[config.mk]
export PLATFORM = sky130hd
export DESIGN_NAME = multicycle_ctrl_flat
export DESIGN_NICKNAME = d
export VERILOG_FILES = /design/src/rtl/multicycle_ctrl_if.sv /design/src/rtl/multicycle_ctrl.sv /design/src/flat_wrapper.sv
export SDC_FILE = /design/constraint.sdc
export NUM_CORES = 1
export LEC_CHECK = 0
export BUFFER_PORTS_ARGS = -buffer_cell sky130_fd_sc_hd__clkbuf_2
export CELL_PAD_IN_SITES_DETAIL_PLACEMENT = 0
export CELL_PAD_IN_SITES_GLOBAL_PLACEMENT = 1
export CORE_AREA = 2 2 77 79
export DETAILED_ROUTE_END_ITERATION = 8
export DIE_AREA = 0 0 79 81
export PLACE_DENSITY = 0.6
export SYNTH_ARGS = -nofsm -noshare
export SYNTH_HDL_FRONTEND = slang
export SYNTH_SLANG_ARGS = --single-unit
[constraint.sdc]
create_clock -name clk -period 3.4 [get_ports clk]
set_input_delay 0.34 -clock clk [delete_from_list [all_inputs] [get_ports clk]]
set_output_delay 0.34 -clock clk [all_outputs]
set_load 0.02 [all_outputs]
[src/rtl/multicycle_ctrl_if.sv]
// Controller <-> datapath bundle for the multicycle ARM controller.
// The datapath (master) supplies the instruction and ALU flags; the
// controller (slave) returns enables and mux selects.
interface multicycle_ctrl_if;
  logic [31:0] Instr;
  logic [3:0]  ALUFlags;
  logic        PCWrite, MemWrite, RegWrite, IRWrite, AdrSrc;
  logic [1:0]  RegSrc, ALUSrcA, ALUSrcB, ResultSrc, ImmSrc, ALUControl;

  modport master (
    output Instr, ALUFlags,
    input  PCWrite, MemWrite, RegWrite, IRWrite, AdrSrc,
    input  RegSrc, ALUSrcA, ALUSrcB, ResultSrc, ImmSrc, ALUControl
  );

  modport slave (
    input  Instr, ALUFlags,
    output PCWrite, MemWrite, RegWrite, IRWrite, AdrSrc,
    output RegSrc, ALUSrcA, ALUSrcB, ResultSrc, ImmSrc, ALUControl
  );
endinterface

[src/rtl/multicycle_ctrl.sv]
// Multicycle ARM controller: main FSM with registered per-state controls,
// instruction/ALU decoder, and conditional-execution logic with stored
// NZCV flags. Write strobes are qualified by the condition result latched
// one cycle earlier.
module multicycle_ctrl (
  input  logic             clk,
  input  logic             reset,
  multicycle_ctrl_if.slave bus
);

  typedef enum logic [3:0] {
    FETCH, DECODE, MEMADR, MEMRD, MEMWB, MEMWR,
    EXECUTER, EXECUTEI, ALUWB, BRANCH
  } state_e;

  typedef struct packed {
    logic       next_pc;
    logic       irwrite;
    logic       adrsrc;
    logic       regw;
    logic       memw;
    logic       alu_op;
    logic       branch;
    logic [1:0] alusrca;
    logic [1:0] alusrcb;
    logic [1:0] resultsrc;
  } ctrl_t;

  // Control word presented while sitting in a given state.
  function automatic ctrl_t ctrl_for(state_e s);
    ctrl_t c;
    c = '0;
    case (s)
      FETCH:    begin c.irwrite = 1'b1; c.next_pc = 1'b1; c.alusrca = 2'b01;
                      c.alusrcb = 2'b10; c.resultsrc = 2'b10; end
      DECODE:   begin c.alusrca = 2'b01; c.alusrcb = 2'b10; c.resultsrc = 2'b10; end
      MEMADR:   c.alusrcb = 2'b01;
      MEMRD:    c.adrsrc = 1'b1;
      MEMWB:    begin c.resultsrc = 2'b01; c.regw = 1'b1; end
      MEMWR:    begin c.adrsrc = 1'b1; c.memw = 1'b1; end
      EXECUTER: c.alu_op = 1'b1;
      EXECUTEI: begin c.alusrcb = 2'b01; c.alu_op = 1'b1; end
      ALUWB:    c.regw = 1'b1;
      BRANCH:   begin c.alusrcb = 2'b01; c.resultsrc = 2'b10; c.branch = 1'b1; end
      default:  c = '0;
    endcase
    return c;
  endfunction

  logic [3:0] cond;
  logic [1:0] op;
  logic [5:0] funct;
  logic [3:0] rd;
  assign cond  = bus.Instr[31:28];
  assign op    = bus.Instr[27:26];
  assign funct = bus.Instr[25:20];
  assign rd    = bus.Instr[15:12];

  logic unused_instr_bits;
  assign unused_instr_bits = ^{bus.Instr[19:16], bus.Instr[11:0]};

  state_e state_q, state_d;
  ctrl_t  ctrl_q;
  logic   n_q, z_q, c_q, v_q;
  logic   condexr_q;
  logic   condex;
  logic [1:0] flagw;
  logic [1:0] alu_ctl;
  logic   pcs;

  // Next-state selection; Instr is sampled live in DECODE and MEMADR.
  always_comb begin
    state_d = FETCH;
    case (state_q)
      FETCH:    state_d = DECODE;
      DECODE:   case (op)
                  2'b00:   state_d = funct[5] ? EXECUTEI : EXECUTER;
                  2'b01:   state_d = MEMADR;
                  2'b10:   state_d = BRANCH;
                  default: state_d = FETCH;
                endcase
      MEMADR:   state_d = funct[0] ? MEMRD : MEMWR;
      MEMRD:    state_d = MEMWB;
      EXECUTER: state_d = ALUWB;
      EXECUTEI: state_d = ALUWB;
      default:  state_d = FETCH;
    endcase
  end

  // State register; the control word is registered alongside it.
  always_ff @(posedge clk or posedge reset) begin
    if (reset) begin
      state_q <= FETCH;
      ctrl_q  <= ctrl_for(FETCH);
    end else begin
      state_q <= state_d;
      ctrl_q  <= ctrl_for(state_d);
    end
  end

  // ALU operation and flag-write enables; unknown opcodes write no flags.
  always_comb begin
    alu_ctl = 2'b00;
    flagw   = 2'b00;
    if (ctrl_q.alu_op) begin
      case (funct[4:1])
        4'b0100: begin alu_ctl = 2'b00; flagw = {funct[0], funct[0]}; end
        4'b0010: begin alu_ctl = 2'b01; flagw = {funct[0], funct[0]}; end
        4'b0000: begin alu_ctl = 2'b10; flagw = {funct[0], 1'b0}; end
        4'b1100: begin alu_ctl = 2'b11; flagw = {funct[0], 1'b0}; end
        default: begin alu_ctl = 2'b00; flagw = 2'b00; end
      endcase
    end
  end

  // ARM condition-code check against the stored flags.
  always_comb begin
    condex = 1'b0;
    case (cond)
      4'h0: condex = z_q;
      4'h1: condex = ~z_q;
      4'h2: condex = c_q;
      4'h3: condex = ~c_q;
      4'h4: condex = n_q;
      4'h5: condex = ~n_q;
      4'h6: condex = v_q;
      4'h7: condex = ~v_q;
      4'h8: condex = c_q & ~z_q;
      4'h9: condex = ~c_q | z_q;
      4'hA: condex = (n_q == v_q);
      4'hB: condex = (n_q != v_q);
      4'hC: condex = ~z_q & (n_q == v_q);
      4'hD: condex = z_q | (n_q != v_q);
      4'hE: condex = 1'b1;
      default: condex = 1'b0;
    endcase
  end

  // Stored flags update only for passing flag-setting ops; CondEx latched each cycle.
  always_ff @(posedge clk or posedge reset) begin
    if (reset) begin
      {n_q, z_q, c_q, v_q} <= 4'b0000;
      condexr_q            <= 1'b0;
    end else begin
      if (flagw[1] & condex) {n_q, z_q} <= bus.ALUFlags[3:2];
      if (flagw[0] & condex) {c_q, v_q} <= bus.ALUFlags[1:0];
      condexr_q <= condex;
    end
  end

  assign pcs = ((rd == 4'hF) & ctrl_q.regw) | ctrl_q.branch;

  assign bus.PCWrite    = ctrl_q.next_pc | (pcs & condexr_q);
  assign bus.RegWrite   = ctrl_q.regw & condexr_q;
  assign bus.MemWrite   = ctrl_q.memw & condexr_q;
  assign bus.IRWrite    = ctrl_q.irwrite;
  assign bus.AdrSrc     = ctrl_q.adrsrc;
  assign bus.ALUSrcA    = ctrl_q.alusrca;
  assign bus.ALUSrcB    = ctrl_q.alusrcb;
  assign bus.ResultSrc  = ctrl_q.resultsrc;
  assign bus.RegSrc     = {op == 2'b01, op == 2'b10};
  assign bus.ImmSrc     = op;
  assign bus.ALUControl = alu_ctl;

endmodule

[src/flat_wrapper.sv]
// flat-port wrapper written by rule: the top's interface ports become plain ports
module multicycle_ctrl_flat 
  (clk, reset, bus_Instr, bus_ALUFlags, bus_PCWrite, bus_MemWrite, bus_RegWrite, bus_IRWrite, bus_AdrSrc, bus_RegSrc, bus_ALUSrcA, bus_ALUSrcB, bus_ResultSrc, bus_ImmSrc, bus_ALUControl);
  multicycle_ctrl_if bus_i ();
  input  logic clk;
  input  logic reset;
  input wire logic [$bits(bus_i.Instr)-1:0] bus_Instr;
  input wire logic [$bits(bus_i.ALUFlags)-1:0] bus_ALUFlags;
  output wire logic [$bits(bus_i.PCWrite)-1:0] bus_PCWrite;
  output wire logic [$bits(bus_i.MemWrite)-1:0] bus_MemWrite;
  output wire logic [$bits(bus_i.RegWrite)-1:0] bus_RegWrite;
  output wire logic [$bits(bus_i.IRWrite)-1:0] bus_IRWrite;
  output wire logic [$bits(bus_i.AdrSrc)-1:0] bus_AdrSrc;
  output wire logic [$bits(bus_i.RegSrc)-1:0] bus_RegSrc;
  output wire logic [$bits(bus_i.ALUSrcA)-1:0] bus_ALUSrcA;
  output wire logic [$bits(bus_i.ALUSrcB)-1:0] bus_ALUSrcB;
  output wire logic [$bits(bus_i.ResultSrc)-1:0] bus_ResultSrc;
  output wire logic [$bits(bus_i.ImmSrc)-1:0] bus_ImmSrc;
  output wire logic [$bits(bus_i.ALUControl)-1:0] bus_ALUControl;
  assign bus_i.Instr = bus_Instr;
  assign bus_i.ALUFlags = bus_ALUFlags;
  assign bus_PCWrite = bus_i.PCWrite;
  assign bus_MemWrite = bus_i.MemWrite;
  assign bus_RegWrite = bus_i.RegWrite;
  assign bus_IRWrite = bus_i.IRWrite;
  assign bus_AdrSrc = bus_i.AdrSrc;
  assign bus_RegSrc = bus_i.RegSrc;
  assign bus_ALUSrcA = bus_i.ALUSrcA;
  assign bus_ALUSrcB = bus_i.ALUSrcB;
  assign bus_ResultSrc = bus_i.ResultSrc;
  assign bus_ImmSrc = bus_i.ImmSrc;
  assign bus_ALUControl = bus_i.ALUControl;
  multicycle_ctrl u_core (.clk(clk), .reset(reset), .bus(bus_i));
endmodule
==> results of run 1 <==
==> cells by family (layout without fill, tap and decap cells) <==
| kind of cell | count (synthesis) | in the layout | share of synthesized area |
|---|---|---|---|
| mux | 6 | 6 | 0.0594 |
| buf+inv | 21 | 49 | 0.105 |
| compound gates | 26 | 26 | 0.160 |
| flops | 20 | 20 | 0.407 |
| simple gates | 49 | 49 | 0.252 |
| xor+xnor | 2 | 2 | 0.0141 |
| other cells | 1 | 1 | 0.00302 |
==> sequential cells by signal, summed over array words and instances (netlist names) <==
register / cells
u_core.bus.ALUSrcA: 1
u_core.bus.ALUSrcB: 2
u_core.bus.AdrSrc: 1
u_core.bus.IRWrite: 1
u_core.bus.ResultSrc: 2
u_core.c_q: 1
u_core.condexr_q: 1
u_core.ctrl_q: 4
u_core.n_q: 1
u_core.state_q: 4
u_core.v_q: 1
u_core.z_q: 1
==> final cells by class <==
class,count,area [um2]
Tap cell,75,93.8
Sequential cell,20,505
Clock buffer,4,45.0
Multi-Input combinational cell,84,607
Inverter,8,30.0
Timing Repair Buffer,37,185
Fill cell,636,4210
==> power groups by stage <==
stage / registers (mW) / clock network [mW] / logic [mW]
2_1_floorplan: 0.393 / 0 / 0.290
3_3_place_gp: 0.409 / 0 / 0.353
3_5_place_dp: 0.406 / 0 / 0.355
4_1_cts: 0.404 / 0.168 / 0.356
5_1_grt: 0.420 / 0.179 / 0.389
6_report: 0.403 / 0.158 / 0.348
==> routing by layer <==
metal,wire [um],part of all wire
met1,1250,0.46
met2,1350,0.49
met3,124,0.045
met4,0,0
met5,0,0
==> metrics by stage <==
step	power [mW]	instance area [um2]	std cells	hold WS (ns)	util
floorplan	0.684	1240	125	0.301	-
global placement	0.762	1420	224	0.507	0.250
detailed placement	0.762	1420	224	0.528	0.250
CTS	0.927	1470	228	0.237	0.258
global route	0.988	1470	228	0.285	0.258
finish	0.908	1470	228	0.185	0.258
==> path summary, 6_finish.rpt <==
check | slack, ns | from | end
setup / recovery | 1.61 | u_core.v_q | u_core.v_q
hold / removal | 0.18 | reset | u_core.bus.AdrSrc
setup reg to reg | 1.61 | u_core.v_q | u_core.v_q
hold reg to reg | 0.57 | u_core.state_q[2] | u_core.bus.AdrSrc
max in group asynchronous | 2.74 | reset | u_core.state_q[3]
min in group clk | 0.31 | bus_ALUFlags[2] | u_core.z_q
==> synthesized netlist by cell type, drive strengths merged (4+ instances only) <==
master / number
a21oi: 7
dfrtp: 16
buf: 12
dfstp: 4
nand4bb: 4
inv: 8
nor2: 11
and2: 4
nand2b: 4
nand2: 4
mux2: 5
nor2b: 4
==> placed cells by master, fill, tap and decap left out, drive strengths merged, types with 2 or more instances in the layout <==
master and instances:
nand4bb 4, nor3b 2, and2 4, a211oi 2, nand2b 4, or3 3, o211ai 2, nor2 11
or3b 2, clkbuf 41, or2 2, mux2 5, dfrtp 16, a21oi 7, o21ai 3, nor2b 4
a31o 2, dfstp 4, inv 8, and3 2, nand2 4, or4 2, o211a 2
==> critical path: stages, from the launching register on <==
cell	delay, ns
dfrtp_1	0.46
xor2_1	0.19
a32o_1	0.27
o21ai_1	0.24
a31o_2	0.23
mux2_4	0.30
==> flow_summary.json, run 1 <==
{
  "status": "finished clean",
  "crit_type": "register to register",
  "grt_max_degree": 21,
  "initial_core_util": 0.219,
  "final_antenna_net_count": 0,
  "p_sw_mw": 0.341,
  "die_area_mm2": 0.00640,
  "grt_antenna_before_repair": 0,
  "clockBufferDepth": 2,
  "worst_ep_arrival_time_ns": 1.94,
  "cts_sinks": 20,
  "synth_warnings": 0,
  "first_iter_violations": 31,
  "combPwrFrac": 0.383,
  "boundaryPins": 55,
  "cts_hold_buffers": 0,
  "slew_violations": 0,
  "cts_tree": "done",
  "grt-ovfl-total": 0,
  "grt_pass1_wl_um": 4830,
  "p_sw_frac": 0.375,
  "synth-seq-cells": 20,
  "crit_required_ns": 3.55,
  "gr-usage-all-layers": 0.0937,
  "gp_congestion": 0.731,
  "rr_worst_depth": 5,
  "drt-total-wl_um": 2730,
  "use_met1": 0.121,
  "cts_resized": 0,
  "end_kind": "register",
  "first_global_vias": 1039,
  "tns_ns": 0,
  "powerDensity_mw_per_mm2": 619,
  "power_frac_seq": 0.444,
  "start_kind": "register",
  "yosys.area.top_type": "dfrtp_1",
  "final_hold_viol_count": 0,
  "synth-edff-count": 0,
  "netlist_area_mm2": 0.00124,
  "drc_errors": 0,
  "routed_via_density": 4.42,
  "cts_root_buf": "clkbuf_8",
  "area_delta_synth_final_pct": 18.0,
  "drive_above_1_share": 0.353,
  "cts_setup_buffers": 0,
  "cts_max_level": 1,
  "layout.nets": 192,
  "slew_headroom": 0.500,
  "die_h_um": 81,
  "cts_made_buffers": 3,
  "setup_ws_ns": 1.61,
  "synth_nets": 163,
  "power.leakage_nw": 0.710,
  "met3_usage": 0.0189,
  "wire_per_inst_um": 12.0,
  "portBuffers": 37,
  "dp.final_hpwl_um": 2090,
  "row_count": 28,
  "dp_slack_ns": 1.44,
  "ys_types": 47,
  "internal-power_mw": 0.567,
  "setup_viol": 0,
  "rsz0062_at_grt": "false",
  "tightestPinTransition_ns": 0.749,
  "drt_first_pass_iters": 4,
  "fin_crit_ns": 1.79,
  "synthTopCellsByArea": "dfrtp_1, dfstp_2, buf_4",
  "syn_avg_cell_area_um2": 9.94,
  "fin_skew_ns": 0.00922,
  "timing.final.crit_share": 0.526,
  "critPathMaxFanout": 7,
  "synthCells": 125,
  "min_path_type": "input port to async pin",
  "grtUsageMet2": 0.163,
  "ir_worst_vdd_v": 0.000280,
  "die_w_um": 79,
  "core_area_mm2": 0.00568,
  "busiest_layer": "met2",
  "seq_area_frac_synth": 0.407,
  "cts.clk_slew.worst_paths_ns": 0.08,
  "clockPowerShare": 0.174,
  "synth_ff_type": "dfrtp_1",
  "synthArstFlopShare": 1.00,
  "via_count": 1007,
  "drv_cap": 0,
  "diodes": 0,
  "insertion_delay_ns": 0.26,
  "fmax_mhz": 559,
  "synth_top_area_share": 0.322
}
Note: power is estimated with default switching activity, not from simulation.
==> run 2, diff against run 1 <==
--- a/config.mk
+++ b/config.mk
@@ -11,7 +11,7 @@
 export CORE_AREA = 2 2 77 79
 export DETAILED_ROUTE_END_ITERATION = 8
 export DIE_AREA = 0 0 79 81
-export PLACE_DENSITY = 0.6
+export PLACE_DENSITY = 0.62
 export SYNTH_ARGS = -nofsm -noshare
 export SYNTH_HDL_FRONTEND = slang
 export SYNTH_SLANG_ARGS = --single-unit
==> constraint.sdc (replaced) <==
create_clock -name clk -period 1.63 [get_ports clk]
set_input_delay 0.163 -clock clk [delete_from_list [all_inputs] [get_ports clk]]
set_output_delay 0.163 -clock clk [all_outputs]
set_load 0.02 [all_outputs]
==> flow_summary.json, run 2 (synthesis gave the netlist of run 1 again) <==
{
  "drive_above_1_share": 0.552,
  "drt_first_pass_iters": 3,
  "end_kind": "register",
  "gp_congestion": 0.780,
  "drv_cap": 0,
  "die_h_um": 81,
  "routed_via_density": 4.35,
  "layout_common_cells": "clkbuf_2, buf_4, dfrtp_1",
  "worst-path-buf-inv": 0,
  "cts_made_buffers": 3,
  "wire_per_inst_um": 11.5,
  "slew_violations": 0,
  "cts_root_buf": "clkbuf_8",
  "area_delta_synth_final_pct": 45.4,
  "ir_worst_vdd_v": 0.000575,
  "layout.nets": 222,
  "final_hold_viol_count": 0,
  "portBuffers": 37,
  "die_area_mm2": 0.00640,
  "start_kind": "register",
  "grt_pass1_wl_um": 4950,
  "cts_tree": "done",
  "insertion_delay_ns": 0.25,
  "die_w_um": 79,
  "via_count": 1123,
  "fmax_mhz": 564,
  "critPathMaxFanout": 5,
  "cts.clk_slew.worst_paths_ns": 0.07,
  "row_count": 28,
  "path_cells": "or3b_4 > a21oi_2 > o32ai_4 > a31o_4 > mux2_4",
  "cts_sinks": 20,
  "fin_skew_ns": 0.00308,
  "reg_top3": "u_core.ctrl_q (4), u_core.state_q (4)",
  "initial_core_util": 0.219,
  "slowest_delay_ns": 0.40,
  "first_iter_violations": 10,
  "cts_max_level": 1,
  "gr-usage-all-layers": 0.0955,
  "drc_errors": 0,
  "drt-total-wl_um": 2970,
  "final_antenna_net_count": 0,
  "fin_crit_ns": 1.77,
  "core_area_mm2": 0.00568,
  "boundaryPins": 55,
  "grt_antenna_before_repair": 0,
  "p_total_mw": 2.21,
  "dp_cells": 249,
  "crit_required_ns": 1.77,
  "powerDensity_mw_per_mm2": 1220,
  "timing.final.crit_share": 1.09,
  "final_common_cell": "clkbuf_2",
  "worst_ep_arrival_time_ns": 1.91,
  "grt_max_degree": 21,
  "first_global_vias": 1123,
  "cp_slowest_cell": "dfrtp_2",
  "dp.final_hpwl_um": 2310,
  "status": "complete, but fails checks",
  "crit_type": "register to register",
  "diodes": 0,
  "rsz0062_at_grt": "true",
  "violations": "negative setup slack",
  "clockBufferDepth": 2,
  "cp_top_family": "compound AO/OA/AOI/OAI gates",
  "setup_ws_ns": -0.144,
  "min_path_type": "input port to register",
  "grt-ovfl-total": 0,
  "power.leakage_nw": 0.879,
  "finalNonFillerCells": 258,
  "setup_viol": 4,
  "fin_util": 0.318
}
run 2: metrics by stage:
step	worst slack [ns]	TNS (ns)	area, um2	hold slack, ns
global route	-0.186	-0.744	1810	0.140
floorplan	0.0126	0	1250	0.124
detailed placement	-0.185	-0.634	1610	0.188
CTS	-0.108	-0.420	1700	0.133
global placement	-0.175	-0.610	1610	0.195
finish	-0.144	-0.495	1810	0.147
run 2: path summary, 6_finish.rpt:
path / startpoint / endpoint / slack (ns) / cells past startpoint
max in group asynchronous: reset / u_core.bus.ALUSrcA[0] / 0.91 / 4
max reg2reg: u_core.z_q / u_core.v_q / -0.14 / 5
min in group asynchronous: reset / u_core.condexr_q / 0.46 / 4
max: u_core.z_q / u_core.v_q / -0.14 / 5
min: bus_ALUFlags[1] / u_core.c_q / 0.15 / 2
min reg2reg: u_core.state_q[3] / u_core.ctrl_q[9] / 0.56 / 1
run 2: final cells by class:
| class | count | area, um2 |
|---|---|---|
| flip-flops and latches | 20 | 510 |
| well taps | 75 | 93.8 |
| repair buffers | 67 | 413 |
| fillers | 636 | 3870 |
| inverters | 8 | 30.0 |
| clock buffers | 4 | 45.0 |
| multi-input cells | 84 | 714 |
run 2: what timing repair did:
| action | in CTS | in global routing |
|---|---|---|
| endpoints found under the setup margin | 5 | 6 |
| gates resized for setup | 3 | 19 |
| endpoints found under the hold margin | 16 | 0 |
| hold buffers | 1 | 0 |
| buffers inserted | 2 | 2 |
| pin swaps | 3 | 5 |
run 2: routing by layer:
layer	GRT usage	share of wire	vias to the layer above
met5	0	0	-
met3	0.0233	0.046	0
met2	0.174	0.52	20
met4	0.0190	0	0
met1	0.115	0.44	551
li1	-	-	552
run 2: where the power goes:
group / switching, mW / internal (mW) / leakage (nW) / total [mW]
Combinational: 0.503 / 0.543 / 0.607 / 1.05
Clock: 0.145 / 0.173 / 0.0228 / 0.318
Sequential: 0.143 / 0.700 / 0.250 / 0.843
Total: 0.791 / 1.42 / 0.879 / 2.21
